<file path="config.mk">
export PLATFORM = sky130hd
export DESIGN_NAME = cp0_intr_ctrl_flat
export DESIGN_NICKNAME = d
export VERILOG_FILES = /design/src/rtl/cp0_intr_ctrl_if.sv /design/src/rtl/cp0_intr_ctrl.sv /design/src/flat_wrapper.sv
export SDC_FILE = /design/constraint.sdc
export NUM_CORES = 1
export LEC_CHECK = 0
export ABC_AREA = 1
export ABC_CLOCK_PERIOD_IN_PS = 2770
export BUFFER_PORTS_ARGS = -buffer_cell sky130_fd_sc_hd__buf_2
export CORE_MARGIN = 5
export CORE_UTILIZATION = 37
export DETAILED_ROUTE_END_ITERATION = 6
export SYNTH_ARGS = -nofsm -noshare
export SYNTH_HDL_FRONTEND = slang
export SYNTH_SLANG_ARGS = --single-unit
</file>
<file path="constraint.sdc">
create_clock -name clk -period 2.77 [get_ports clk]
set_input_delay 0.554 -clock clk [delete_from_list [all_inputs] [get_ports clk]]
set_output_delay 0.554 -clock clk [all_outputs]
set_load 0.02 [all_outputs]
</file>
<file path="src/rtl/cp0_intr_ctrl_if.sv">
// Core-side bus of the CP0 block: mfc0/mtc0 access, interrupt handshake
// and ISR fetch select. The core is the master, cp0_intr_ctrl the slave.
interface cp0_intr_ctrl_if;
    logic [4:0]  cp0_addr;
    logic        cp0_we;
    logic [31:0] cp0_wdata;
    logic [31:0] cp0_rdata;
    logic [31:0] epc_in;
    logic        intr_ack;
    logic        isr_exit;
    logic        intr_req;
    logic        isr_active;

    modport master (
        output cp0_addr, cp0_we, cp0_wdata, epc_in, intr_ack, isr_exit,
        input  cp0_rdata, intr_req, isr_active
    );

    modport slave (
        input  cp0_addr, cp0_we, cp0_wdata, epc_in, intr_ack, isr_exit,
        output cp0_rdata, intr_req, isr_active
    );
endinterface

</file>
<file path="src/rtl/cp0_intr_ctrl.sv">
// Coprocessor-0 register file (Count/Compare/Status/Cause/EPC) with timer
// interrupt, external IRQ synchronisers and ISR-ROM fetch select.
//
// state  | meaning
// ST_RUN | normal fetch, interrupts may be accepted
// ST_ISR | handler running from ISR ROM until isr_exit
module cp0_intr_ctrl #(
    parameter int unsigned COUNT_DIV   = 1,
    parameter int unsigned SYNC_STAGES = 2
) (
    input  logic           clk,
    input  logic           rst,
    input  logic [4:0]     ext_irq,
    cp0_intr_ctrl_if.slave cp0
);

    localparam logic [4:0]  A_COUNT   = 5'd9;
    localparam logic [4:0]  A_COMPARE = 5'd11;
    localparam logic [4:0]  A_STATUS  = 5'd12;
    localparam logic [4:0]  A_CAUSE   = 5'd13;
    localparam logic [4:0]  A_EPC     = 5'd14;
    localparam logic [15:0] PRESC_MAX = 16'(COUNT_DIV - 1);

    typedef enum logic {ST_RUN, ST_ISR} isr_state_t;

    isr_state_t                  state_q;
    logic [15:0]                 presc_q;
    logic [31:0]                 count_q;
    logic [31:0]                 compare_q;
    logic [7:0]                  im_q;
    logic                        ie_q;
    logic                        ip7_q;
    logic [1:0]                  ip_sw_q;
    logic [31:0]                 epc_q;
    logic [SYNC_STAGES-1:0][4:0] sync_q;
    logic                        intr_req_q;

    logic       tick;
    logic       ack_ok;
    logic       wr_count, wr_compare, wr_status, wr_cause, wr_epc;
    logic [7:0] cause_ip;

    assign tick       = (presc_q == PRESC_MAX);
    assign ack_ok     = cp0.intr_ack && intr_req_q;
    assign wr_count   = cp0.cp0_we && (cp0.cp0_addr == A_COUNT);
    assign wr_compare = cp0.cp0_we && (cp0.cp0_addr == A_COMPARE);
    assign wr_status  = cp0.cp0_we && (cp0.cp0_addr == A_STATUS);
    assign wr_cause   = cp0.cp0_we && (cp0.cp0_addr == A_CAUSE);
    assign wr_epc     = cp0.cp0_we && (cp0.cp0_addr == A_EPC);
    // IP6..IP2 come straight from the last synchroniser stage (level, not latched)
    assign cause_ip   = {ip7_q, sync_q[SYNC_STAGES-1], ip_sw_q};

    always_ff @(posedge clk or negedge rst) begin
        if (!rst) begin
            state_q    <= ST_RUN;
            presc_q    <= '0;
            count_q    <= '0;
            compare_q  <= '1;
            im_q       <= '0;
            ie_q       <= 1'b0;
            ip7_q      <= 1'b0;
            ip_sw_q    <= '0;
            epc_q      <= '0;
            sync_q     <= '0;
            intr_req_q <= 1'b0;
        end else begin
            presc_q <= tick ? '0 : presc_q + 16'd1;

            if (wr_count)
                count_q <= cp0.cp0_wdata;
            else if (tick)
                count_q <= count_q + 32'd1;

            if (wr_compare)
                compare_q <= cp0.cp0_wdata;

            // Compare write acknowledges the timer and beats a same-edge match
            if (wr_compare)
                ip7_q <= 1'b0;
            else if (tick && (count_q == compare_q))
                ip7_q <= 1'b1;

            if (wr_status)
                im_q <= cp0.cp0_wdata[15:8];

            if (ack_ok)
                ie_q <= 1'b0;
            else if (wr_status)
                ie_q <= cp0.cp0_wdata[0];

            if (wr_cause)
                ip_sw_q <= cp0.cp0_wdata[9:8];

            if (ack_ok)
                epc_q <= cp0.epc_in;
            else if (wr_epc)
                epc_q <= cp0.cp0_wdata;

            sync_q <= {sync_q[SYNC_STAGES-2:0], ext_irq};

            intr_req_q <= ack_ok ? 1'b0 : (ie_q && |(im_q & cause_ip));

            // A coincident exit and ack is a back-to-back entry: stay in ISR
            case (state_q)
                ST_RUN:  if (ack_ok) state_q <= ST_ISR;
                ST_ISR:  if (cp0.isr_exit && !ack_ok) state_q <= ST_RUN;
                default: state_q <= ST_RUN;
            endcase
        end
    end

    always_comb begin
        cp0.cp0_rdata = '0;
        case (cp0.cp0_addr)
            A_COUNT:   cp0.cp0_rdata = count_q;
            A_COMPARE: cp0.cp0_rdata = compare_q;
            A_STATUS:  cp0.cp0_rdata = {16'd0, im_q, 7'd0, ie_q};
            A_CAUSE:   cp0.cp0_rdata = {16'd0, cause_ip, 8'd0};
            A_EPC:     cp0.cp0_rdata = epc_q;
            default:   cp0.cp0_rdata = '0;
        endcase
    end

    assign cp0.intr_req   = intr_req_q;
    assign cp0.isr_active = (state_q == ST_ISR);

endmodule
</file>
<file path="src/flat_wrapper.sv">
// flat-port wrapper written by rule: the top's interface ports become plain ports
module cp0_intr_ctrl_flat 
#(
    parameter int unsigned COUNT_DIV   = 1,
    parameter int unsigned SYNC_STAGES = 2
)
  (clk, rst, ext_irq, cp0_cp0_addr, cp0_cp0_we, cp0_cp0_wdata, cp0_epc_in, cp0_intr_ack, cp0_isr_exit, cp0_cp0_rdata, cp0_intr_req, cp0_isr_active);
  cp0_intr_ctrl_if cp0_i ();
  input  logic clk;
  input  logic rst;
  input  logic [4:0] ext_irq;
  input wire logic [$bits(cp0_i.cp0_addr)-1:0] cp0_cp0_addr;
  input wire logic [$bits(cp0_i.cp0_we)-1:0] cp0_cp0_we;
  input wire logic [$bits(cp0_i.cp0_wdata)-1:0] cp0_cp0_wdata;
  input wire logic [$bits(cp0_i.epc_in)-1:0] cp0_epc_in;
  input wire logic [$bits(cp0_i.intr_ack)-1:0] cp0_intr_ack;
  input wire logic [$bits(cp0_i.isr_exit)-1:0] cp0_isr_exit;
  output wire logic [$bits(cp0_i.cp0_rdata)-1:0] cp0_cp0_rdata;
  output wire logic [$bits(cp0_i.intr_req)-1:0] cp0_intr_req;
  output wire logic [$bits(cp0_i.isr_active)-1:0] cp0_isr_active;
  assign cp0_i.cp0_addr = cp0_cp0_addr;
  assign cp0_i.cp0_we = cp0_cp0_we;
  assign cp0_i.cp0_wdata = cp0_cp0_wdata;
  assign cp0_i.epc_in = cp0_epc_in;
  assign cp0_i.intr_ack = cp0_intr_ack;
  assign cp0_i.isr_exit = cp0_isr_exit;
  assign cp0_cp0_rdata = cp0_i.cp0_rdata;
  assign cp0_intr_req = cp0_i.intr_req;
  assign cp0_isr_active = cp0_i.isr_active;
  cp0_intr_ctrl #(.COUNT_DIV(COUNT_DIV), .SYNC_STAGES(SYNC_STAGES)) u_core (.clk(clk), .rst(rst), .ext_irq(ext_irq), .cp0(cp0_i));
endmodule
</file>
=== Word level (Yosys, flattened, before mapping) ===
Cells that the tools add are included.

* $add $sub $neg: 2
* Muxes and demuxes: 14
* Reductions and logical operators: 16
* Bitwise logic cells: 2
* Eq/ne operators: 6

{| class="wikitable"
|+ Operators by type and width
! kind !! count
|-
| $pmux 32 s5 || 1
|-
| $mux 32 || 4
|-
| $add 32x1->32 const B || 1
|-
| $eq 32x32->1 || 1
|-
| $eq 5x4->1 const B || 5
|-
| $add 16x1->16 const B || 1
|-
| $logic_not 16->1 || 1
|-
| $mux 16 || 1
|-
| $logic_and 1x1->1 || 9
|-
| $and 8x8->8 || 1
|-
| $reduce_bool 2->1 || 4
|-
| $reduce_or 8->1 || 1
|-
| $mux 1 || 7
|-
| $pmux 1 s2 || 1
|-
| $logic_not 1->1 || 1
|-
| $not 1->1 || 1
|}

* Register bits: 136

=== Logic depth before layout (Yosys ltp) ===
Gate-level depths: netlist of the first run.

* Word-level depth: 5
* Depth in mapped cells: 12
* Mapped depth without buffers: 12

=== Worst setup path before layout of the first run ===
OpenSTA, ideal clock, no wires.

* Path type: input -> output
* Start point: in cp0_cp0_addr[4]
* End point: out cp0_cp0_rdata[18]
* Buffers on the path: 1
* Cell stages on the path: 6
* Path slack: 0.548 ns
* Arrival: 1.668 ns
* Path through: nor2_1 -> nand3_2 -> clkinv_1 -> clkbuf_1 -> a22oi_1 -> o21ai_0

* Word-level cells in the longest chain between the ends: 2

{| class="wikitable"
|+ Ends and longest elaborated chain
! what !! RTL line !! text
|-
| from (decl) || flat_wrapper.sv:12 || <nowiki>input wire logic [$bits(cp0_i.cp0_addr)-1:0] cp0_cp0_addr;</nowiki>
|-
| $eq 5x4->1 || cp0_intr_ctrl.sv:114 || <nowiki>case (cp0.cp0_addr)</nowiki>
|-
| $pmux 32 s5 * || cp0_intr_ctrl.sv:114 ||
|-
| to (decl) || flat_wrapper.sv:18 || <nowiki>output wire logic [$bits(cp0_i.cp0_rdata)-1:0] cp0_cp0_rdata;</nowiki>
|}

Mark *: on every way between the ends. The rest lies on a longest branch, timed or not.

=== Worst setup path after layout of the first run ===
* Start point: in cp0_cp0_addr[3]
* End point: out cp0_cp0_rdata[30]

Same word-level chain as after synthesis.

==> results.ini, run 1 <==
[status]
outcome = finished, final reports clean

[route]
drt-pass1-iter-count = 5
drt_iter0_drc = 619
ant_nets = 0
via_count = 7197
drc_errors = 0
post_drt_wl_per_cell_um = 17.5
wl_um = 24800
viasPerCell = 5.08

[yosys]
synth.area.top_cells = dfrtp_1 (34%), nand2_1 (16%), dfstp_2 (11%), inv_1 (6.0%), o21ai_0 (3.8%)
synth_top_area_cell = dfrtp_1
synth-async-reset-ratio = 1.00
synth.distinct_cells = 41
netlist_area_sq_um = 7750
synth_top_area_share = 0.336
synth_edf_count = 0
yosys-top-cells-count = nand2_1 (324), inv_1 (124), dfrtp_1 (104), nor2_1 (66), o21ai_0 (59)
syn-num-nets = 1110
synth-seq-cells = 136
yosysMostFrequentCell = nand2_1
syn_inst = 1028
avgSynthCellArea_sq_um = 7.54
yosys_warnings = 0
dominantRegCellSynth = dfrtp_1
ys_seq_area_frac = 0.444

[placed_design]
port_buffers = 112
dp_hpwl_um = 18500
place_congestion = 0.957
dp_cells = 1385

[clock_tree]
cts_buffer_depth = 2
clock-sinks = 136
holdBufCountCts = 0
cts-root-buf = clkbuf_16
cts_inserted_buffers = 17
postCtsSetupBuffers = 0
path_clk_slew_ps = 70
htree_levels = 4
cts_tree = done
ctsResizeCount = 0
insertion_delay_ps = 430

[cells_and_area]
area_growth_pct = 18.8
nNetsFinal = 1211
fin_util = 0.442
diodes = 0
seqCellArea_sq_um = 3440
nFillCells = 2151
drive_gt1_frac = 0.193
multi_input_area_sq_um = 3560
stdcell_count = 1417

[power_and_ir_drop]
max-vdd-ir-drop_mv = 0.434
sw_frac_of_total = 0.351
power.switching_uw = 2470
combPwrFrac = 0.225
power_density_nw_per_um2 = 762
seqPwrFrac = 0.434
p_clk_frac = 0.341
p_int_uw = 4560
leakagePower_uw = 0.00446

[sta]
tightest_slew_ps = 637
finalHoldViolations = 0
final.min_clock_period_ps = 2530
drv_slew = 0
fin_crit_sh = 0.915
relSlewSlack = 0.574
rsz0062_at_grt = false
max_freq_ghz = 0.395
fin_worst_skew_ps = 12.0
finalSetupTns_ps = 0
finalSetupViolations = 0

[worst_setup_path]
path_max_fanout = 18
critPathCaptureType = output pin
arrival_ps = 1980
reg2reg_slack_ps = 780
reg2reg_to = u_core.count_q[22]$_DFFE_PN0P_
reg2reg_depth = 8
startpoint_type = input port
r2r_start = u_core.count_q[11]$_DFFE_PN0P_
critPathKind = input port to output pin
critPathRequiredTime_ps = 2220

[global_routing]
grt_max_degree = 65
grt_util_all_layers = 0.209
grt.overflow.total = 0
grt_pass1_vias = 7058
grt_pass1_wl_um = 39100
grt_antenna_before_repair = 0

[min_path]
hp-class = input port to async pin

[die]
ioPinCount = 113
start_util = 0.372
die_w_um = 155
core_sq_um = 20800
rows = 53
die_y_um = 155
die_area_sq_um = 24000

[job]
drv_cap = 0

per-stage QoR:
| stage | power [uW] | hold WS [ps] | cell area, sq um | worst slack, ps |
|---|---|---|---|---|
| 6_report | 7020 | 64.4 | 9210 | 236 |
| 5_1_grt | 7400 | 111 | 9210 | 125 |
| 4_1_cts | 7050 | 95.4 | 9210 | 238 |
| 3_5_place_dp | 4640 | 335 | 8600 | 247 |
| 3_3_place_gp | 4620 | 332 | 8600 | 262 |
| 2_1_floorplan | 4020 | 258 | 7750 | 548 |
critical path, stage by stage:
cell      delay [ps]
buf_2            110
nand2_1           70
inv_2             50
nand3_2           60
clkinv_1         440
a22oi_1          380
o21ai_0          130
buf_2            180
sequential cells by signal, summed over array words and instances (netlist names):
| name | count |
|---|---|
| u_core.compare_q | 32 |
| u_core.count_q | 32 |
| u_core.epc_q | 32 |
| u_core.presc_q | 16 |
| u_core.im_q | 8 |
| u_core.cause_ip | 5 |
| u_core.sync_q | 5 |
| u_core.ip_sw_q | 2 |
| u_core.cp0.intr_req | 1 |
| u_core.cp0.isr_active | 1 |
| u_core.ie_q | 1 |
| u_core.ip7_q | 1 |
cells by family (layout without fill, tap and decap cells):
logic type	after synthesis	after routing	synth area share
adder cells (fa/ha/maj)	3	3	0.00484
AO/OA/AOI/OAI	173	173	0.142
buffers and inverters	186	300	0.0970
XOR/XNOR	48	48	0.0542
AND/OR/NAND/NOR	482	482	0.258
flip-flops	136	136	0.444
cells in the final DEF (no fill, tap or decap), types with 3 or more instances in the layout:
cell         n
ha_1         3
nor2_1      65
nor3_1      12
buf_4       11
o21ai_0     59
nor2_2       3
o2111ai_1    7
xor2_1      26
a21oi_1      3
buf_2      111
o21ai_1     22
o221ai_1    16
nand2_2      3
a22oi_1     19
inv_8        4
a31oi_1     21
nand3b_1     3
clkbuf_16   17
dfrtp_1    104
inv_6        4
nand2_1    323
xnor2_1     22
buf_12       3
o211ai_1    20
nand3_1     53
inv_1      124
nand4_1     11
dfstp_2     32
inv_2       15
power by group through the flow:
stage	Clock, uW	Combinational (uW)	Sequential (uW)
2_1_floorplan	0	1170	2850
3_3_place_gp	0	1560	3060
3_5_place_dp	0	1590	3050
4_1_cts	2430	1590	3030
5_1_grt	2520	1790	3090
6_report	2400	1580	3050
worst max-delay path by stage:
stage | depth (start not counted) | endpoint | startpoint | slack [ps]
finish | 8 | cp0_cp0_rdata[30] | cp0_cp0_addr[3] | 240
global route | 8 | cp0_cp0_rdata[23] | cp0_cp0_addr[3] | 130
CTS | 8 | cp0_cp0_rdata[11] | cp0_cp0_addr[3] | 240
detailed placement | 8 | cp0_cp0_rdata[11] | cp0_cp0_addr[3] | 250
global placement | 8 | cp0_cp0_rdata[11] | cp0_cp0_addr[3] | 260
floorplan | 6 | cp0_cp0_rdata[18] | cp0_cp0_addr[4] | 550
cell type report:
type,instances,share of cell area
flip-flops and latches,136,0.374
clock buffers,18,0.0477
inverters,142,0.0581
well taps,275,0.0373
repair buffers,126,0.0770
multi-input cells,706,0.387
clock inverters,14,0.0194
per-layer routing:
layer | GRT usage | up-vias | share of wire
met5 | 0 | - | 0
met4 | 0.0580 | 0 | 0.020
met2 | 0.346 | 236 | 0.48
met1 | 0.279 | 3395 | 0.44
met3 | 0.0403 | 28 | 0.062
li1 | - | 3538 | -
No activity file was read; power rests on OpenSTA's default activity.
==> run 2, diff against run 1 <==
Settings changed: BUFFER_PORTS_ARGS -buffer_cell sky130_fd_sc_hd__buf_2 to unset, DONT_BUFFER_PORTS set to 1.
==> run 2 against run 1 <==
Effect of this change:
- the run now ends with negative hold slack left
- clock skew decreased by 2.5 ps
- die area did not move
- worst setup slack better by 66 ps
- largest power group unchanged
- highest routed layer unchanged
==> results.ini, run 2 (same netlist as run 1, synthesis figures left out) <==
[status]
outcome = complete, but fails checks
violations = negative hold slack

[route]
drt-pass1-iter-count = 5
viasPerCell = 5.27
drt_iter0_drc = 570
ant_nets = 0
post_drt_wl_per_cell_um = 18.2
wl_um = 24100
via_count = 6983
drc_errors = 0

[cells_and_area]
drive_gt1_frac = 0.121
layout_common_cells = nand2_1 (323), inv_1 (124), dfrtp_1 (104)
area_growth_pct = 13.6
diodes = 0
final_common_cell = nand2_1
nNetsFinal = 1118
top_regs = u_core.compare_q: 32 flops, u_core.count_q: 32 flops, u_core.epc_q: 32 flops
nFillCells = 2149

[clock_tree]
path_clk_slew_ps = 60
cts_buffer_depth = 2
ctsResizeCount = 0
cts_tree = done
cts-root-buf = clkbuf_16
clock-sinks = 136
insertion_delay_ps = 430
cts_inserted_buffers = 17
htree_levels = 4

[die]
core_sq_um = 20800
ioPinCount = 113
die_y_um = 155
start_util = 0.372
die_area_sq_um = 24000
rows = 53
die_w_um = 155

[worst_setup_path]
reg2reg_slack_ps = 810
critPathKind = input port to output pin
reg2reg_depth = 9
arrival_ps = 1910
reg2reg_to = u_core.count_q[9]$_DFFE_PN0P_
startpoint_type = input port
path_max_fanout = 19
crit_end = cp0_cp0_rdata[9]
critPathCaptureType = output pin
critPathRequiredTime_ps = 2220
crit_start = cp0_cp0_addr[4]
r2r_start = u_core.presc_q[0]$_DFF_PN0_

[sta]
fin_crit_sh = 0.891
rsz0062_at_grt = false
final.min_clock_period_ps = 2470
finalHoldViolations = 105
whs_ps = -177
tightest_slew_ps = 739
finalSetupViolations = 0
fin_worst_skew_ps = 9.52
relSlewSlack = 0.502
drv_slew = 0
max_freq_ghz = 0.405
finalSetupTns_ps = 0

[global_routing]
grt_util_all_layers = 0.204
grt.overflow.total = 0
grt_max_degree = 137
grt_pass1_wl_um = 38000
grt_pass1_vias = 6677
grt_antenna_before_repair = 0

[power_and_ir_drop]
leakagePower_uw = 0.00408
max-vdd-ir-drop_mv = 0.467
power_density_nw_per_um2 = 794

[placed_design]
dp_hpwl_um = 17800
port_buffers = 0
place_congestion = 0.912

[job]
drv_cap = 0

[min_path]
hp-class = input port to async pin

-- run 2: changes by cell type in the layout (fill, tap and decap cells not counted) --
| cell | change |
|---|---|
| buf_2 | -111 |
| buf_4 | +20 |
| bufinv_16 | +2 |
| clkinv_4 | +2 |
| inv_6 | -2 |
| buf_12 | -1 |
| buf_6 | -1 |
| clkinv_8 | -1 |
| inv_8 | -1 |
-- run 2: critical path, stage by stage --
cell     delay (ps)
nor3_2          240
nand2_2         220
buf_4           290
o22ai_1         260
nor2_1           60
o21ai_0         290
-- run 2: repair_timing --
item                                   CTS  global route
endpoints found under the hold margin  117           115
setup endpoints to repair                0             0
buffers inserted                         0             0
-- run 2: layout make-up --
cell class                 count  area (sq um)  area share
multi-input combinational    706          3560       0.404
clock buffer                  18           439      0.0499
tap                          275           344      0.0391
inverter                     142           536      0.0608
sequential                   136          3440       0.391
clock inverter                14           211      0.0240
timing repair buffer          33           273      0.0310
-- run 2: through the flow --
step	total power (uW)	instance area, sq um	util	cells	setup slack (ps)
2_1_floorplan	4020	7750	-	1028	548
3_3_place_gp	4450	8160	0.392	1292	379
3_5_place_dp	4470	8160	0.392	1292	334
4_1_cts	7020	8810	0.423	1324	332
5_1_grt	7380	8810	0.423	1324	202
6_report	6990	8810	0.423	1324	302
-- run 2: how the worst min path moves through the flow --
stage / startpoint / end / depth (start not counted)
floorplan: rst / u_core.cause_ip[2]$_DFF_PN0_ / 0
global placement: rst / u_core.presc_q[3]$_DFF_PN0_ / 0
detailed placement: rst / u_core.presc_q[3]$_DFF_PN0_ / 0
CTS: rst / u_core.presc_q[3]$_DFF_PN0_ / 0
global route: rst / u_core.presc_q[14]$_DFF_PN0_ / 0
finish: rst / u_core.presc_q[15]$_DFF_PN0_ / 0
-- run 2: report_power, final --
group / switching, uW / leakage (uW) / internal [uW]
Combinational: 881 / 0.00213 / 556
Sequential: 475 / 0.00163 / 2560
Clock: 962 / 0.000321 / 1560
-- run 2: per-layer routing --
metal / vias to the layer above / GRT usage / wire (um)
li1: 3341 / - / -
met1: 3325 / 0.281 / 10400
met2: 273 / 0.315 / 11200
met3: 44 / 0.0420 / 1820
met4: 0 / 0.0786 / 733
met5: - / 0 / 0
==> run 3, diff against run 2 <==
Settings changed: ABC_CLOCK_PERIOD_IN_PS 2770 to 2480.
Clock period 2.77 ns to 2.48 ns, I/O delays scaled along.
==> run 3 against run 2 <==
Effect of this change:
- the flow still finishes with violations (negative hold slack)
- via count fell by 1.4%
- wire length is 1.2% lower
- utilization about the same
- non-clock buffer count grew 9
- sequential cell count did not move
- power increased by 8.4%
- combinational power is 11% higher
- cell count rose by 0.68%
- critical path depth did not move
- clock power up 3%
- final area barely moved
==> results.ini, run 3 (same netlist as run 1, synthesis figures left out) <==
[status]
outcome = complete, but fails checks
violations = negative hold slack

[sta]
max_freq_ghz = 0.431
tightest_slew_ps = 694
fin_worst_skew_ps = 8.89
whs_ps = -241
rsz0062_at_grt = false
fin_crit_sh = 0.935
finalSetupTns_ps = 0
finalSetupViolations = 0
final.min_clock_period_ps = 2320
drv_slew = 0
finalHoldViolations = 111
relSlewSlack = 0.532

[placed_design]
dpl-instance-area_sq_um = 8210
dp_hpwl_um = 17800
port_buffers = 0
place_congestion = 0.945

[worst_setup_path]
startpoint_type = input port
critPathKind = input port to output pin
critPathRequiredTime_ps = 1980
r2r_start = u_core.presc_q[0]$_DFF_PN0_
reg2reg_depth = 10
reg2reg_slack_ps = 510
critPathCaptureType = output pin
cp_slowest_cell = o221ai_1
crit_chain = nor3_2 -> nand2_2 -> buf_4 -> o221ai_1 -> buf_4 -> buf_12
path_max_fanout = 13
reg2reg_to = u_core.count_q[18]$_DFFE_PN0P_
crit_path_frequent_cell = buf_4
arrival_ps = 1820
max_stage_delay_ps = 290

[cells_and_area]
top_regs = u_core.compare_q: 32 flops, u_core.count_q: 32 flops, u_core.epc_q: 32 flops
nFillCells = 2158
seqCellArea_sq_um = 3440
diodes = 0
finalInstanceArea_sq_um = 8810
area_growth_pct = 13.6
multi_input_area_sq_um = 3560
final_common_cell = nand2_1
layout_common_cells = nand2_1 (323), inv_1 (124), dfrtp_1 (104)
drive_gt1_frac = 0.129
nNetsFinal = 1127

[die]
die_y_um = 155
die_w_um = 155
die_area_sq_um = 24000
start_util = 0.372
rows = 53
core_sq_um = 20800
ioPinCount = 113

[power_and_ir_drop]
max-vdd-ir-drop_mv = 0.506
power_density_nw_per_um2 = 860
finalPower_uw = 7580
leakagePower_uw = 0.00410

[clock_tree]
ctsResizeCount = 0
insertion_delay_ps = 430
path_clk_slew_ps = 70
cts-root-buf = clkbuf_16
htree_levels = 4
postCtsSetupBuffers = 0
cts_inserted_buffers = 17
cts_tree = done
clock-sinks = 136
cts_buffer_depth = 2

[route]
wl_um = 23800
drt-pass1-iter-count = 7
ant_nets = 0
viasPerCell = 5.17
post_drt_wl_per_cell_um = 17.9
via_count = 6886
drt_iter0_drc = 694
drc_errors = 0

[min_path]
hp-class = input port to async pin

[global_routing]
grt.overflow.total = 0
grt_pass1_wl_um = 38000
grt_antenna_before_repair = 0
grt_util_all_layers = 0.203
grt_pass1_vias = 6778
grt_max_degree = 137

[job]
drv_cap = 0

-- run 3: changes by cell type in the layout (fill, tap and decap cells not counted), moves of 3 or more --
cell       previous run  this run
inv_8                 3         6
buf_4                31        41
inv_6                 2         6
clkinv_4              4         0
bufinv_16             4         1
-- run 3: worst max-delay path by stage --
stage / start / endpoint / slack [ps] / cells past startpoint
after floorplan: cp0_cp0_addr[4] / cp0_cp0_rdata[18] / 370 / 6
after global placement: cp0_cp0_addr[4] / cp0_cp0_rdata[5] / 190 / 6
after detailed placement: cp0_cp0_addr[4] / cp0_cp0_rdata[5] / 160 / 6
after CTS: cp0_cp0_addr[4] / cp0_cp0_rdata[5] / 160 / 6
after global routing: cp0_cp0_addr[4] / cp0_cp0_rdata[5] / 90 / 6
final: cp0_cp0_addr[4] / cp0_cp0_rdata[5] / 160 / 6
-- run 3: where the power goes --
part           internal (uW)  switching (uW)  total, uW
combinational            631             965       1600
clock                   1450            1150       2600
sequential              2860             525       3380
-- run 3: layout make-up --
| class | count | share of cell area |
|---|---|---|
| tap | 275 | 0.0391 |
| multi-input combinational | 706 | 0.404 |
| inverter | 142 | 0.0608 |
| timing repair buffer | 42 | 0.0372 |
| sequential | 136 | 0.391 |
| clock inverter | 15 | 0.0195 |
| clock buffer | 17 | 0.0483 |
-- run 3: metal layers --
layer / vias to the layer above / global-route usage / wire length (um)
met1: 3244 / 0.282 / 10600
met4: 0 / 0.0685 / 632
li1: 3356 / - / -
met5: - / 0 / 0
met3: 39 / 0.0347 / 1540
met2: 247 / 0.323 / 11100
-- run 3: through the flow --
stage	std cells	setup WS (ps)	utilization	hold slack, ps
6_report	1333	161	0.423	-241
5_1_grt	1333	93.1	0.423	-263
3_3_place_gp	1301	187	0.394	207
3_5_place_dp	1301	163	0.394	209
2_1_floorplan	1028	374	-	200
4_1_cts	1333	163	0.423	-251
-- run 3: critical path: cells and delay by family --
kind	cells	cell delay (ps)
buffers and inverters	3	550
AO/OA/AOI/OAI	1	290
AND/OR/NAND/NOR	2	480
